## src/rtl/piso_serializer.sv

```systemverilog
// Parallel-in, serial-out transmitter. Takes a WIDTH-bit word over valid/ready
// and shifts it out MSB first, one bit per enabled clock.
module piso_serializer #(
  parameter int WIDTH = 4
) (
  input  logic             clk,
  input  logic             rst_n,
  input  logic             load_valid,
  input  logic [WIDTH-1:0] load_data,
  output logic             load_ready,
  input  logic             shift_en,
  output logic             ser_out,
  output logic             ser_valid,
  output logic             ser_last
);

  localparam int CW = (WIDTH > 1) ? $clog2(WIDTH) : 1;

  typedef enum logic {IDLE, SHIFT} state_t;

  state_t           state_reg;
  logic [WIDTH-1:0] sreg_reg;
  logic [WIDTH-1:0] sreg_next;
  logic [CW-1:0]    cnt_reg;
  logic             accept;

  // Ready during the final bit lets the next word follow with no gap.
  assign load_ready = (state_reg == IDLE) || (ser_last && shift_en);
  assign accept     = load_valid && load_ready;
  assign sreg_next  = sreg_reg << 1;

  always_ff @(posedge clk or negedge rst_n) begin
    if (!rst_n) begin
      state_reg <= IDLE;
      sreg_reg  <= '0;
      cnt_reg   <= '0;
      ser_out   <= 1'b0;
      ser_valid <= 1'b0;
      ser_last  <= 1'b0;
    end else begin
      case (state_reg)
        IDLE: begin
          if (accept) begin
            state_reg <= SHIFT;
            sreg_reg  <= load_data;
            cnt_reg   <= CW'(WIDTH - 1);
            ser_out   <= load_data[WIDTH-1];
            ser_valid <= 1'b1;
            ser_last  <= 1'b0;
          end
        end
        SHIFT: begin
          if (shift_en) begin
            if (cnt_reg != '0) begin
              cnt_reg  <= cnt_reg - 1'b1;
              sreg_reg <= sreg_next;
              ser_out  <= sreg_next[WIDTH-1];
              ser_last <= (cnt_reg == CW'(1));
            end else if (accept) begin
              // End of word with a new one waiting: reload in place.
              sreg_reg  <= load_data;
              cnt_reg   <= CW'(WIDTH - 1);
              ser_out   <= load_data[WIDTH-1];
              ser_valid <= 1'b1;
              ser_last  <= 1'b0;
            end else begin
              state_reg <= IDLE;
              ser_out   <= 1'b0;
              ser_valid <= 1'b0;
              ser_last  <= 1'b0;
            end
          end
        end
        default: state_reg <= IDLE;
      endcase
    end
  end

endmodule

```

## config.mk

```make
export PLATFORM = sky130hd
export DESIGN_NAME = piso_serializer
export DESIGN_NICKNAME = d
export VERILOG_FILES = /design/src/rtl/piso_serializer.sv
export SDC_FILE = /design/constraint.sdc
export NUM_CORES = 1
export LEC_CHECK = 0
export CAP_MARGIN = 0
export CORE_AREA = 2 2 39 41
export CTS_CLUSTER_DIAMETER = 100
export DETAILED_ROUTE_END_ITERATION = 10
export DIE_AREA = 0 0 41 43
export PLACE_DENSITY = 0.61
export SYNTH_ARGS = -nofsm -noshare
export SYNTH_HDL_FRONTEND = slang
export SYNTH_SLANG_ARGS = --single-unit
```

## constraint.sdc

```tcl
create_clock -name clk -period 1.6 [get_ports clk]
set_input_delay 0.16 -clock clk [delete_from_list [all_inputs] [get_ports clk]]
set_output_delay 0.16 -clock clk [all_outputs]
set_load 0.01 [all_outputs]
```

==> out/metrics.yaml <==
outcome: "complete, no violations"
yosys.area.top_type: "dfrtp_1"
setup_violations: 0
routabilityCongestion: 0.803
fin_crit_ns: 1.46
hold_buffers: 0
ys.flop_type: "dfrtp_1"
yosys_warnings: 0
hold_class: "input port to asynchronous set/reset pin"
tns_ns: 0
firstDrtPassIters: 4
pin_count: 12
syn_area_um2: 490
route.detailed.drc: 0
power.switching_mw: 0.432
synth_top_area_frac: 0.459
max-slew-margin-rel: 0.719
synthCells: 50
crit_fanout: 4
num_vias: 431
vias_per_cell: 5.32
r2r_cells: 5
pwr-share-clk: 0.146
finalCritPeriodShare: 0.911
grt-ovfl-total: 0
antenna_left: 0
ctsHtreeMaxLevel: 1
coreArea_um2: 1380
die_h_um: 43
largest_reg_flops: 3
r2r-end: "sreg_reg[1]"
seq_area_frac_synth: 0.459
max_slew.worst_pin.slew_ns: 0.421
internal_power_mw: 0.775
first_iter_violations: 5
ys_top_cells_by_count: "dfrtp_1, inv_1"
placement_rows: 14
layout-drive-gt1-share: 0.138
wl_per_cell_um: 12.5
clock_skew_ns: 0.00903
cts.clk_slew.worst_paths_ns: 0.06
cts_buffers: 3
async_flop_share: 1.00
rsz0062_at_grt: "false"
worstSetupStartpoint: "ser_last"
crit_required_ns: 1.44
worstSetupEndpointType: "output pin"
swShare: 0.358
initial_core_util: 0.354
ir_drop_uv: 788
syn2layout_area_growth_pct: 33.4
grt_pass1_vias: 403
total_power_mw: 1.21
die_w_um: 41
dp_hpwl_um: 762
crit_arrival_ns: 1.30
power_frac_seq: 0.361
die_area_um2: 1760
wl_mm: 1.01
ys_seq_elements: 9
startpoint_type: "flip-flop"
clk_latency_ns: 0.27
grt_pass1_wl_mm: 1.79
io_buffers: 11
pwr-share-comb: 0.494
synth.most_common_cell: "dfrtp_1"
r2r_start: "state_reg"
r2r_slack_ns: 0.20
synth_edf_count: 0
grt_max_degree: 10
cap_violations: 0
synthTopCellsByArea: "dfrtp_1, nand3b_1, o211ai_1"
p_per_area_nw_per_um2: 1840
num_antenna_cells: 0
grt_antenna_before_repair: 0
avgSynthCellArea_um2: 9.81
cts_tree: "done"
p_leak_nw: 0.286
cts.sinks: 9
grt.total_usage: 0.162
nNetsFinal: 74
clockBufferDepth: 2
synth.distinct_cells: 26
fmax_mhz: 686
final_hold_viol_count: 0
crit_type: "flip-flop to output pin"
maxSlewViolCount: 0
syn_nets: 58
cts_root_buf: "clkbuf_4"
==> layer usage <==
metal | part of all wire | up-vias | track usage
li1 | - | 210 | -
met1 | 0.44 | 209 | 0.180
met2 | 0.48 | 7 | 0.225
met3 | 0.056 | 5 | 0.0942
met4 | 0.028 | 0 | 0.100
met5 | 0 | - | 0
==> worst max-delay path: stages (launching register included) <==
cell	delay (ns)
dfrtp_1	0.37
buf_4	0.14
clkdlybuf4s50_1	0.52
==> repair_timing <==
item | 4_1_cts | 5_1_grt
setup endpoints to repair | 1 | 1
setup buffers | 2 | 0
resized for setup | 0 | 1
==> placed cells by master (no fill, tap or decap), drive strengths merged, types with 2 or more instances in the layout <==
master         instances
clkdlybuf4s50         10
dfrtp                  9
inv                    5
buf                    4
o21ai                  4
clkbuf                 4
nand3b                 3
o211ai                 3
a21oi                  3
nand2                  2
nand3                  2
o221a                  2
a21bo                  2
==> worst max-delay path by stage <==
stage                        endpoint  slack, ns  depth (start not counted)
after floorplan           sreg_reg[1]       0.36                          4
after global placement     load_ready       0.09                          3
after detailed placement   load_ready       0.08                          3
after CTS                  load_ready       0.03                          2
after global routing         ser_last       0.09                          2
final                        ser_last       0.14                          2
==> logic make-up (layout without fill, tap and decap cells) <==
group           after synthesis  in the layout  synth area share
compound gates               18             18             0.278
xor+xnor                      1              1            0.0179
buf+inv                       9             24            0.0893
flops                         9              9             0.459
simple gates                 13             13             0.156
==> power groups by stage <==
| stage | registers, mW | clock network, mW | logic, mW |
|---|---|---|---|
| final | 0.435 | 0.176 | 0.596 |
| after global routing | 0.451 | 0.202 | 0.665 |
| after detailed placement | 0.456 | 0 | 0.553 |
| after CTS | 0.435 | 0.186 | 0.609 |
| after global placement | 0.456 | 0 | 0.538 |
| after floorplan | 0.423 | 0 | 0.399 |
==> per-stage QoR <==
| stage | util | instance area (um^2) | hold slack [ns] | setup slack (ns) | cells |
|---|---|---|---|---|---|
| floorplan | - | 490 | -0.136 | 0.360 | 50 |
| global placement | 0.441 | 611 | 0.489 | 0.0882 | 75 |
| detailed placement | 0.441 | 611 | 0.493 | 0.0823 | 75 |
| CTS | 0.471 | 652 | 0.201 | 0.0347 | 81 |
| global route | 0.473 | 654 | 0.225 | 0.0861 | 81 |
| finish | 0.473 | 654 | 0.193 | 0.142 | 81 |
==> area by class of cell <==
class,count,area [um^2]
fill,146,729
timing repair buffer,15,143
sequential,9,225
tap,16,20.0
clock buffer,4,26.3
inverter,5,18.8
multi-input combinational,32,221
Note: power is estimated with default switching activity, not from simulation.
